<file path="config.mk">
export PLATFORM = sky130hd
export DESIGN_NAME = alu_arbiter
export DESIGN_NICKNAME = d
export VERILOG_FILES = /design/src/rtl/alu_pkg.sv /design/src/rtl/alu_arbiter_alu.sv /design/src/rtl/alu_arbiter.sv
export SDC_FILE = /design/constraint.sdc
export NUM_CORES = 1
export LEC_CHECK = 0
export ABC_CLOCK_PERIOD_IN_PS = 10250
export CELL_PAD_IN_SITES_DETAIL_PLACEMENT = 1
export CELL_PAD_IN_SITES_GLOBAL_PLACEMENT = 1
export CORE_MARGIN = 3
export CORE_UTILIZATION = 30
export CTS_CLUSTER_SIZE = 14
export DETAILED_ROUTE_END_ITERATION = 12
export GPL_TIMING_DRIVEN = 0
export PLACE_DENSITY = 0.67
export SLEW_MARGIN = 25
export SYNTH_ARGS = -nofsm -noshare
export SYNTH_HDL_FRONTEND = slang
export SYNTH_SLANG_ARGS = --single-unit
</file>
<file path="constraint.sdc">
create_clock -name clk -period 10.25 [get_ports clk]
set_input_delay 2.05 -clock clk [delete_from_list [all_inputs] [get_ports clk]]
set_output_delay 2.05 -clock clk [all_outputs]
set_load 0.005 [all_outputs]
</file>
<file path="src/rtl/alu_pkg.sv">
// Shared types and constants for the ALU arbiter and its ALU.
package alu_pkg;

    localparam int WORD_W = 32;

    typedef enum logic [2:0] {
        ALU_ADD = 3'b000,
        ALU_SUB = 3'b001,
        ALU_AND = 3'b010,
        ALU_OR  = 3'b011,
        ALU_SLT = 3'b101
    } alu_op_e;

    typedef enum logic [1:0] {
        IDLE = 2'd0,
        EXEC = 2'd1,
        RESP = 2'd2
    } arb_state_e;

    // True for every opcode the arbiter is able to execute.
    function automatic logic op_legal(input logic [2:0] op);
        case (op)
            3'b000, 3'b001, 3'b010, 3'b011, 3'b101: return 1'b1;
            default:                                return 1'b0;
        endcase
    endfunction

endpackage

</file>
<file path="src/rtl/alu_arbiter_alu.sv">
// Combinational ALU shared by both requesters: add, sub, and, or.
module alu_arbiter_alu
    import alu_pkg::*;
(
    input  logic [2:0]        op,
    input  logic [WORD_W-1:0] a,
    input  logic [WORD_W-1:0] b,
    output logic [WORD_W-1:0] y
);

    // Select the operation; add and sub wrap modulo 2^32.
    always_comb begin
        y = '0;
        case (op)
            ALU_ADD: y = a + b;
            ALU_SUB: y = a - b;
            ALU_AND: y = a & b;
            ALU_OR:  y = a | b;
            default: y = '0;
        endcase
    end

endmodule

</file>
<file path="src/rtl/alu_arbiter.sv">
// Two-requester arbiter in front of a single shared ALU.
// One operation is in flight at a time: IDLE (accept) -> EXEC -> RESP.
module alu_arbiter
    import alu_pkg::*;
#(
    parameter int RR_EN = 1
)
(
    input  logic                clk,
    input  logic                rst_n,
    input  logic                req0_valid,
    output logic                req0_ready,
    input  logic [WORD_W-1:0]   req0_a,
    input  logic [WORD_W-1:0]   req0_b,
    input  logic [2:0]          req0_op,
    input  logic                req1_valid,
    output logic                req1_ready,
    input  logic [WORD_W-1:0]   req1_a,
    input  logic [WORD_W-1:0]   req1_b,
    input  logic [2:0]          req1_op,
    output logic                rsp_valid,
    input  logic                rsp_ready,
    output logic                rsp_id,
    output logic [WORD_W-1:0]   rsp_result,
    output logic                rsp_zero,
    output logic                rsp_err,
    output logic                busy
);

    arb_state_e        state;
    arb_state_e        state_nxt;
    logic              last_grant;
    logic              grant_vld;
    logic              grant_id;
    logic              accept;

    logic [WORD_W-1:0] a_q;
    logic [WORD_W-1:0] b_q;
    logic [2:0]        op_q;
    logic              id_q;

    logic [2:0]        alu_op;
    logic [WORD_W-1:0] alu_y;
    logic              slt_n;
    logic              slt_v;
    logic [WORD_W-1:0] exec_result;
    logic              exec_zero;
    logic              exec_err;

    // Pick a winner: a lone requester always wins; on contention either
    // alternate against the last grant or favour requester 0.
    always_comb begin
        grant_vld = req0_valid | req1_valid;
        grant_id  = 1'b0;
        if (req0_valid && req1_valid) begin
            grant_id = (RR_EN != 0) ? ~last_grant : 1'b0;
        end else begin
            grant_id = req1_valid;
        end
    end

    // Next state and ready outputs; ready is masked by rst_n so nothing
    // is offered while the block is held in reset.
    always_comb begin
        state_nxt  = state;
        accept     = 1'b0;
        req0_ready = 1'b0;
        req1_ready = 1'b0;
        case (state)
            IDLE: begin
                if (grant_vld && rst_n) begin
                    accept     = 1'b1;
                    req0_ready = ~grant_id;
                    req1_ready = grant_id;
                    state_nxt  = EXEC;
                end
            end
            EXEC: state_nxt = RESP;
            RESP: begin
                if (rsp_ready) begin
                    state_nxt = IDLE;
                end
            end
            default: state_nxt = IDLE;
        endcase
    end

    // State register and last-grant pointer (pointer moves only on accept).
    always_ff @(posedge clk or negedge rst_n) begin
        if (!rst_n) begin
            state      <= IDLE;
            last_grant <= 1'b1;
        end else begin
            state <= state_nxt;
            if (accept) begin
                last_grant <= grant_id;
            end
        end
    end

    // Capture the winner's operands once; they are never re-sampled.
    always_ff @(posedge clk) begin
        if (accept) begin
            a_q  <= grant_id ? req1_a  : req0_a;
            b_q  <= grant_id ? req1_b  : req0_b;
            op_q <= grant_id ? req1_op : req0_op;
            id_q <= grant_id;
        end
    end

    // Map the latched opcode onto the ALU: slt runs as a subtract, and
    // illegal codes just feed a harmless add whose output is dropped.
    always_comb begin
        alu_op = op_q;
        if (op_q == ALU_SLT) begin
            alu_op = ALU_SUB;
        end else if (!op_legal(op_q)) begin
            alu_op = ALU_ADD;
        end
    end

    alu_arbiter_alu u_alu (
        .op (alu_op),
        .a  (a_q),
        .b  (b_q),
        .y  (alu_y)
    );

    // Form the response word; signed less-than comes from the sign of the
    // difference corrected by the subtract overflow.
    always_comb begin
        slt_n       = alu_y[WORD_W-1];
        slt_v       = (a_q[WORD_W-1] != b_q[WORD_W-1]) &&
                      (alu_y[WORD_W-1] != a_q[WORD_W-1]);
        exec_err    = 1'b0;
        exec_result = alu_y;
        if (!op_legal(op_q)) begin
            exec_err    = 1'b1;
            exec_result = '0;
        end else if (op_q == ALU_SLT) begin
            exec_result = {{(WORD_W-1){1'b0}}, slt_n ^ slt_v};
        end
        exec_zero = !exec_err && (exec_result == '0);
    end

    // Response registers: loaded in EXEC, held through RESP until taken.
    always_ff @(posedge clk or negedge rst_n) begin
        if (!rst_n) begin
            rsp_valid  <= 1'b0;
            rsp_id     <= 1'b0;
            rsp_result <= '0;
            rsp_zero   <= 1'b0;
            rsp_err    <= 1'b0;
        end else if (state == EXEC) begin
            rsp_valid  <= 1'b1;
            rsp_id     <= id_q;
            rsp_result <= exec_result;
            rsp_zero   <= exec_zero;
            rsp_err    <= exec_err;
        end else if ((state == RESP) && rsp_ready) begin
            rsp_valid  <= 1'b0;
        end
    end

    assign busy = (state != IDLE);

endmodule

</file>
After elaboration in Yosys (flattened, before gate mapping)

Index checks and enable logic that the tools add are counted.

Register bits after elaboration: 107
Output and inout port bits: 39

$add $sub $neg: 2
Equal/unequal tests: 13
Muxes and demuxes: 23
Bitwise logic cells: 6
Reduce and logical (&&, ||, !) cells: 13

Operator list:

| cell                                                                   | number |
|---|---|
| 32-bit two-way mux                                                     | 4 |
| 32-bit case mux with 4 select lines                                    | 1 |
| 32-bit adder                                                           | 1 |
| 32-bit bitwise AND                                                     | 1 |
| 32-bit logical NOT                                                     | 1 |
| 32-bit bitwise OR                                                      | 1 |
| 32-bit subtractor                                                      | 1 |
| 3-bit by 2-bit equality test with 1-bit output (second input constant) | 4 |
| 1-bit two-way mux                                                      | 12 |
| 3-bit two-way mux                                                      | 3 |
| 3-bit by 1-bit equality test with 1-bit output (second input constant) | 2 |
| 3-bit logical NOT                                                      | 2 |
| 2-bit case mux with 3 select lines                                     | 1 |
| 1-bit logical AND                                                      | 5 |
| 5-bit OR reduction                                                     | 1 |
| 2-bit two-way mux                                                      | 2 |
| 2-bit inequality test (second input constant)                          | 2 |
| 2-bit nonzero test                                                     | 2 |
| 3-bit equality test (second input constant)                            | 1 |
| 2-bit by 1-bit equality test with 1-bit output (second input constant) | 1 |
| 2-bit equality test (second input constant)                            | 1 |
| 2-bit logical NOT                                                      | 1 |
| 1-bit inequality test                                                  | 2 |
| 1-bit NOT                                                              | 2 |
| other kinds (3)                                                        | 3 |

Depth between registers and ports, before layout

Gate-level depths: netlist (run 1).

Depth in word-level cells: 15
Depth in mapped cells: 22
Gate-level depth less buffers: 21

Modules after synthesis

A second synthesis (run 1) with hierarchy kept.

Cells, all modules: 814
Area total of the unflattened synthesis: 7671.1 um^2

By module, submodules not included:

| module          | times used | cells each | area an instance (um^2) | sequential area each (um^2) |
|---|---|---|---|---|
| alu_arbiter     | 1          | 328        | 4510.6                  | 3019.1 |
| alu_arbiter_alu | 1          | 486        | 3160.5                  | 0.0 |

Least setup slack after synthesis (run 1)

Ideal clock, no wire load.

Path kind: input-to-output
Start point: in req1_valid
End point: out req1_ready
Data arrival time: 3855 ps
Required time: 8200 ps
Setup slack: 4345 ps
Cell stages on the path: 3
Cell sequence: o211ai_1 -> inv_1 -> and2_1

Cells in the longest elaborated chain, start to end: 4
Elaborated cells between the ends (all ways): 6
Those cells by class: 3 x mux; 1 x bitwise; 2 x reduce/logical

RTL lines:

| item                                                   | RTL line                             | text |
|---|---|---|
| start, declared                                        | alu_arbiter.sv:16                    | `input logic req1_valid,` |
| 1-bit logical AND or 1-bit bitwise OR (tied branches)  | alu_arbiter.sv:55, alu_arbiter.sv:53 |  |
| 1-bit two-way mux or 1-bit logical AND (tied branches) | alu_arbiter.sv:55, alu_arbiter.sv:71 |  |
| 1-bit two-way mux (*)                                  | alu_arbiter.sv:71                    | `if (grant_vld && rst_n) begin` |
| 1-bit two-way mux (*)                                  | alu_arbiter.sv:69                    | `case (state)` |
| end, declared                                          | alu_arbiter.sv:17                    | `output logic req1_ready,` |

Mark *: on every way between the ends. The rest lies on a longest branch, timed or not.

Worst setup path in the final report (run 1)

Start point: in req1_valid
End point: out req0_ready

Cells in the longest elaborated chain, start to end: 5
Elaborated cells between the ends (all ways): 7
Those cells by class: 3 x mux; 2 x bitwise; 2 x reduce/logical

RTL lines:

| item                  | RTL line          | text |
|---|---|---|
| 1-bit logical AND     | alu_arbiter.sv:55 | `if (req0_valid && req1_valid) begin` |
| 1-bit two-way mux (*) | alu_arbiter.sv:55 |  |
| named net grant_id    | alu_arbiter.sv:34 | `logic grant_id;` |
| 1-bit NOT (*)         | alu_arbiter.sv:73 | `req0_ready = ~grant_id;` |
| 1-bit two-way mux (*) | alu_arbiter.sv:71 |  |
| 1-bit two-way mux (*) | alu_arbiter.sv:69 |  |
| end, declared         | alu_arbiter.sv:12 | `output logic req0_ready,` |

The timed path passes the listed nets; every way through them passes the cells marked *.

==> results.sh, run 1 <==
export IMPL_status="completed"
export IMPL_worst_setup_path_end_kind="primary output"
export IMPL_crit_type="primary input to primary output"
export IMPL_initial_core_util_pct=30.55
export IMPL_reg2reg_slack_ns=4.00
export IMPL_synth_nets=969
export IMPL_p_leak_nw=3.761
export IMPL_netlist_area_um2=7716
export IMPL_worst_pin_slew_ns=1.022
export IMPL_crit_family="buffers and inverters"
export IMPL_postCtsHoldBufs=0
export IMPL_post_route_period_util_pct=65.05
export IMPL_yosysMostFrequentCell="nand2_1"
export IMPL_reg2regPathDepth=16
export IMPL_whs_path_depth=2
export IMPL_p_switching_w=0.0007456
export IMPL_async_flop_share_pct=36.45
export IMPL_cts_root_buf="clkbuf_16"
export IMPL_r2r_end="rsp_zero"
export IMPL_ys_warn_count=0
export IMPL_ir_drop_uv=80.58
export IMPL_p_int_w=0.001219
export IMPL_synth_top_area_share_pct=26.46
export IMPL_clock_latency_ns=0.36
export IMPL_hp_class="register to register"
export IMPL_skew_ns=0.008820
export IMPL_r2r_start="op_q[1]"
export IMPL_cpPeakStageDelay_ns=0.75
export IMPL_crit_required_ns=8.20
export IMPL_postCtsResizedCells=0
export IMPL_path_max_fanout=10
export IMPL_p_seq_share_pct=33.8
export IMPL_cp_arrival_ns=4.62
export IMPL_htreeDepth=3
export IMPL_diodes=0
export IMPL_routed_wl_mm=25.67
export IMPL_grt_pass1_vias=7102
export IMPL_min_period_ns=6.668
export IMPL_fin_setup_tns_ns=0
export IMPL_cap_violations=0
export IMPL_worst_path_buf_inv=3
export IMPL_track_usage_pct=18.09
export IMPL_drt_pass1_iter_count=5
export IMPL_drive_above_1_share_pct=11.64
export IMPL_start_kind="primary input"
export IMPL_syn_inst=793
export IMPL_die_width_um=166.4
export IMPL_place_port_buffers=177
export IMPL_die_h_um=166.4
export IMPL_cts_sinks=107
export IMPL_synthTopCellsByArea="edfxtp_1 26%, dfrtp_1 12%, mux2_2 11%"
export IMPL_yosysSeqAreaShare_pct=39.13
export IMPL_final_util_pct=40.55
export IMPL_post_cts_buffers=0
export IMPL_synthTopCellsByCount="94 x nand2_1, 76 x o21ai_0, 73 x mux2_2"
export IMPL_synth_seq_cells=107
export IMPL_powerDensity_nw_per_um2=191.9
export IMPL_p_comb_share_pct=48.2
export IMPL_synth_edf_count=68
export IMPL_numCtsBuffers=9
export IMPL_worstPathCellList="clkdlybuf4s50_1 > a21boi_1 > clkbuf_1 > nor2_1 > clkdlybuf4s50_1"
export IMPL_max_clock_freq_ghz=0.1500
export IMPL_design_core_area_um2=25250
export IMPL_vias=6969
export IMPL_clockPowerShare_pct=18.0
export IMPL_layout_nets=1159
export IMPL_grt_pass1_wl_mm=39.90
export IMPL_ioPinCount=178
export IMPL_gr_total_overflow=0
export IMPL_grt_antenna_before_repair=0
export IMPL_drv_slew=0
export IMPL_grt_max_degree=47
export IMPL_cts_reportedPaths_clkPinSlew_ns=0.07
export IMPL_cts_tree="built"
export IMPL_hp_start="rsp_result[16]"
export IMPL_rows=58
export IMPL_post_synth_top_area_cell="edfxtp_1"
export IMPL_ant_nets=0
export IMPL_setup_violations=0
export IMPL_finalHoldViolCount=0
export IMPL_hold_path_endpoint="rsp_result[16]"
export IMPL_grt_setup_unrepaired="false"
export IMPL_gp_congestion=0.8996
export IMPL_drt_iter0_markers=446
export IMPL_max_clock_path_buffers=2
export IMPL_path_common_cell="clkdlybuf4s50_1"
export IMPL_relSlewSlack_pct=31.21
export IMPL_switching_share_pct=37.94
export IMPL_cp_slowest_cell="clkbuf_1"
export IMPL_synth_flop_cell="edfxtp_1"
export IMPL_syn_area_per_cell_um2=9.730
export IMPL_wl_per_cell_um=19.47
export IMPL_areaGrowthSynthToFinish_pct=32.71
export IMPL_via_per_inst=5.288
export IMPL_hpwlAfterDp_mm=20.85
export IMPL_synthDistinctLibCells=75
export IMPL_drcViolationCount=0
export IMPL_die_area_um2=27680
==> cells in the final DEF, fill, tap and decap left out, types with 9 or more instances in the layout <==
cell type / instances
a21oi_1: 48
a31oi_1: 18
clkbuf_1: 32
clkbuf_16: 9
clkdlybuf4s50_1: 176
dfrtp_1: 38
edfxtp_1: 68
ha_1: 36
inv_1: 16
maj3_1: 16
mux2_2: 73
nand2_1: 94
nor2_1: 44
nor3_1: 14
o211ai_1: 10
o21a_1: 9
o21ai_0: 76
xnor2_1: 30
xor2_1: 21
==> worst max-delay path by stage <==
stage	depth (start not counted)	slack (ns)	startpoint	end
final	5	3.58	req1_valid	req0_ready
after global routing	5	3.42	req1_valid	req0_ready
after CTS	5	3.46	req1_valid	req0_ready
after detailed placement	5	3.47	req1_valid	req0_ready
after global placement	5	1.04	rst_n	req1_ready
after floorplan	3	4.34	req1_valid	req1_ready
==> flip-flops by register name, summed over array words and instances (netlist names) <==
register / cells
a_q: 32
b_q: 32
rsp_result: 32
op_q: 3
state: 2
id_q: 1
last_grant: 1
rsp_err: 1
rsp_id: 1
rsp_valid: 1
rsp_zero: 1
==> cell families (layout without fill, tap and decap cells) <==
kind of cell	after synthesis	count (layout)	synth area share (%)
AOI/OAI and AO/OA	233	233	19.15
and+or+nand+nor	217	217	13.88
DFF	107	107	39.13
muxes	74	74	10.78
buffers and inverters	57	252	2.886
adders and majority gates	53	53	8.172
xor gates and xnor gates	52	52	6.000
==> metrics by stage <==
| stage | std cells | setup slack (ns) | total power (W) | hold WS, ns | area [µm²] |
|---|---|---|---|---|---|
| 6_report | 1318 | 3.582 | 0.001965 | 0.4796 | 10240 |
| 5_1_grt | 1318 | 3.422 | 0.002098 | 0.4987 | 10240 |
| 4_1_cts | 1318 | 3.464 | 0.001975 | 0.4775 | 10240 |
| 3_5_place_dp | 1302 | 3.467 | 0.001616 | 0.4623 | 9946 |
| 3_3_place_gp | 1300 | 1.035 | 0.001596 | 0.4547 | 9901 |
| 2_1_floorplan | 793 | 4.345 | 0.001207 | 0.4539 | 7716 |
==> cell type report <==
cell class	count	area, µm²
fill	2892	15010
multi-input combinational	629	4474
sequential	107	3019
timing repair buffer	179	1814
tap	330	412.9
clock buffer	10	229.0
buffer	39	155.1
inverter	18	70.07
clock inverter	6	65.06
==> layer usage <==
layer / up-vias / wire (µm) / track usage, %
met5: - / 0 / 0
met4: 0 / 320 / 4.376
met3: 18 / 889 / 1.619
met2: 163 / 11740 / 29.07
met1: 3429 / 12720 / 26.46
li1: 3359 / - / -
==> worst min-delay path, delay by kind of cell, from the launching register on <==
family / cells / cell delay [ns]
DFF: 1 / 0.34
AOI/OAI and AO/OA: 1 / 0.06
and+or+nand+nor: 1 / 0.05
==> power by group through the flow <==
stage	Sequential, W	Clock, W	Combinational (W)
global route	0.000677	0.000377	0.00104
global placement	0.000674	0	0.000922
floorplan	0.000656	0	0.000551
CTS	0.000665	0.000362	0.000948
finish	0.000663	0.000354	0.000947
detailed placement	0.000674	0	0.000943
No activity file was read; power rests on OpenSTA's default activity.
==> run 2: changes to the inputs <==
Settings changed: ABC_CLOCK_PERIOD_IN_PS 10250 to 6500.
Clock period 10.25 ns to 6.5 ns, I/O delays scaled along.
==> run 2 against run 1 <==
Compared with the run above:
- clock skew about the same
- critical path depth increased by 11
- clock power increased by 58%
- hold slack about the same
- final cell count unchanged
- worst setup slack got worse by 3.2 ns
- combinational power increased by 58%
- register-to-register slack got worse by 3.6 ns
- sequential power increased by 58%
- count of clock-buffer cells in the layout unchanged
- largest cell class unchanged
==> results.sh, run 2 (synthesized netlist as in run 1, its figures left out) <==
export IMPL_die_area_um2=27680
export IMPL_hold_path_endpoint="rsp_result[16]"
export IMPL_dp_cells=1302
export IMPL_cts_root_buf="clkbuf_16"
export IMPL_drv_slew=0
export IMPL_drcViolationCount=0
export IMPL_max_clock_freq_ghz=0.1641
export IMPL_routed_wl_mm=25.69
export IMPL_numCtsBuffers=9
export IMPL_reg2reg_slack_ns=0.41
export IMPL_rows=58
export IMPL_switching_share_pct=37.98
export IMPL_post_route_period_util_pct=93.75
export IMPL_relSlewSlack_pct=31.99
export IMPL_p_seq_share_pct=33.7
export IMPL_place_port_buffers=177
export IMPL_layout_commonest_cell="clkdlybuf4s50_1"
export IMPL_hp_start="rsp_result[16]"
export IMPL_grt_pass1_vias=7102
export IMPL_clockPowerShare_pct=18.0
export IMPL_whs_path_depth=2
export IMPL_finalHoldViolCount=0
export IMPL_ir_drop_uv=127.1
export IMPL_die_width_um=166.4
export IMPL_die_h_um=166.4
export IMPL_drt_iter0_markers=433
export IMPL_start_kind="register"
export IMPL_cts_sinks=107
export IMPL_p_int_w=0.001923
export IMPL_nFillCells=2891
export IMPL_postCtsHoldBufs=0
export IMPL_skew_ns=0.008834
export IMPL_design_core_area_um2=25250
export IMPL_worst_pin_slew_ns=1.011
export IMPL_setup_violations=0
export IMPL_holdWs_ns=0.4796
export IMPL_clock_latency_ns=0.36
export IMPL_grt_pass1_wl_mm=39.90
export IMPL_track_usage_pct=18.09
export IMPL_worst_setup_path_end_kind="register"
export IMPL_dpl_cell_area_um2=9946
export IMPL_ioPinCount=178
export IMPL_p_switching_w=0.001178
export IMPL_r2r_end="rsp_zero"
export IMPL_drt_pass1_iter_count=5
export IMPL_hp_class="register to register"
export IMPL_gr_total_overflow=0
export IMPL_worstPathCellList="clkbuf_1 > nand2_1 > clkbuf_2 > nand2_1 > o21ai_0 > fa_1 > nand2b_1 > a211oi_1 > o21ai_0 > and4_1 > nor3_1 > o211ai_1 > nor4_1 > o2111ai_1 > or4b_1 > o31ai_2"
export IMPL_path_max_fanout=10
export IMPL_via_per_inst=5.303
export IMPL_r2r_start="op_q[0]"
export IMPL_areaGrowthSynthToFinish_pct=32.79
export IMPL_grt_antenna_before_repair=0
export IMPL_diodes=0
export IMPL_htreeDepth=3
export IMPL_min_period_ns=6.094
export IMPL_cts_reportedPaths_clkPinSlew_ns=0.07
export IMPL_mostFrequentLayoutCells="176 x clkdlybuf4s50_1, 94 x nand2_1, 76 x o21ai_0"
export IMPL_hpwlAfterDp_mm=20.85
export IMPL_crit_type="register to register"
export IMPL_top_regs="a_q: 32 flops, b_q: 32 flops, rsp_result: 32 flops"
export IMPL_cp_slowest_cell="or4b_1"
export IMPL_cpPeakStageDelay_ns=0.55
export IMPL_post_cts_buffers=0
export IMPL_vias=6989
export IMPL_final_util_pct=40.57
export IMPL_postCtsResizedCells=0
export IMPL_status="completed"
export IMPL_cts_tree="built"
export IMPL_initial_core_util_pct=30.55
export IMPL_p_leak_nw=3.764
export IMPL_p_comb_share_pct=48.2
export IMPL_register_area_um2=3019
export IMPL_max_clock_path_buffers=2
export IMPL_wl_per_cell_um=19.49
export IMPL_fin_area_um2=10250
export IMPL_grt_setup_unrepaired="false"
export IMPL_gp_congestion=0.8996
export IMPL_reg2regPathDepth=16
export IMPL_cap_violations=0
export IMPL_grt_max_degree=47
export IMPL_ant_nets=0
export IMPL_layout_nets=1159
export IMPL_fin_cells=1318
export IMPL_drive_above_1_share_pct=11.84
export IMPL_cp_arrival_ns=6.36
export IMPL_multi_input_area_um2=4479
export IMPL_powerDensity_nw_per_um2=302.7
export IMPL_crit_required_ns=6.77
-- run 2: stage by stage --
step                      total power [W]  worst slack (ns)  TNS (ns)
after floorplan                  0.001903             1.937         0
after global placement           0.002517            -1.215    -1.215
after detailed placement         0.002549            0.2923         0
after CTS                        0.003114            0.2674         0
after global routing             0.003311           0.05575         0
final                            0.003101            0.4064         0
-- run 2: worst max-delay path: cells and delay by family (launching register included) --
kind	cells	cell delay (ns)
AO/OA/AOI/OAI	6	1.61
adder cells (fa/ha/maj)	1	0.50
buffers and inverters	2	0.93
flip-flops	1	0.46
AND/OR/NAND/NOR	7	2.49
-- run 2: power by group through the flow --
stage | logic, W | clock network, W | registers, W
after floorplan | 0.000869 | 0 | 0.00103
after global placement | 0.00145 | 0 | 0.00106
after detailed placement | 0.00149 | 0 | 0.00106
after CTS | 0.00150 | 0.000571 | 0.00105
after global routing | 0.00165 | 0.000594 | 0.00107
final | 0.00150 | 0.000560 | 0.00105
-- run 2: worst max path at each step --
stage,start,end,slack [ns],cells after the start
floorplan,b_q[4],rsp_zero,1.94,20
global placement,rst_n,req1_ready,-1.21,5
detailed placement,op_q[1],rsp_zero,0.29,15
CTS,op_q[1],rsp_zero,0.27,15
global route,op_q[1],rsp_zero,0.06,16
finish,op_q[0],rsp_zero,0.41,16
-- run 2: cell type report --
type / instances / area share (%)
flip-flops and latches: 107 / 29.47
clock buffers: 10 / 2.235
plain buffers: 39 / 1.526
well taps: 330 / 4.030
clock inverters: 6 / 0.6350
repair buffers: 179 / 17.71
inverters: 18 / 0.6838
multi-input cells: 629 / 43.72
-- run 2: layer usage --
metal | part of all wire (%) | GRT usage, % | vias up
met5 | 0 | 0 | -
met2 | 46 | 29.07 | 176
met1 | 49 | 26.46 | 3435
met4 | 1.3 | 4.376 | 0
met3 | 3.7 | 1.619 | 20
li1 | - | - | 3358
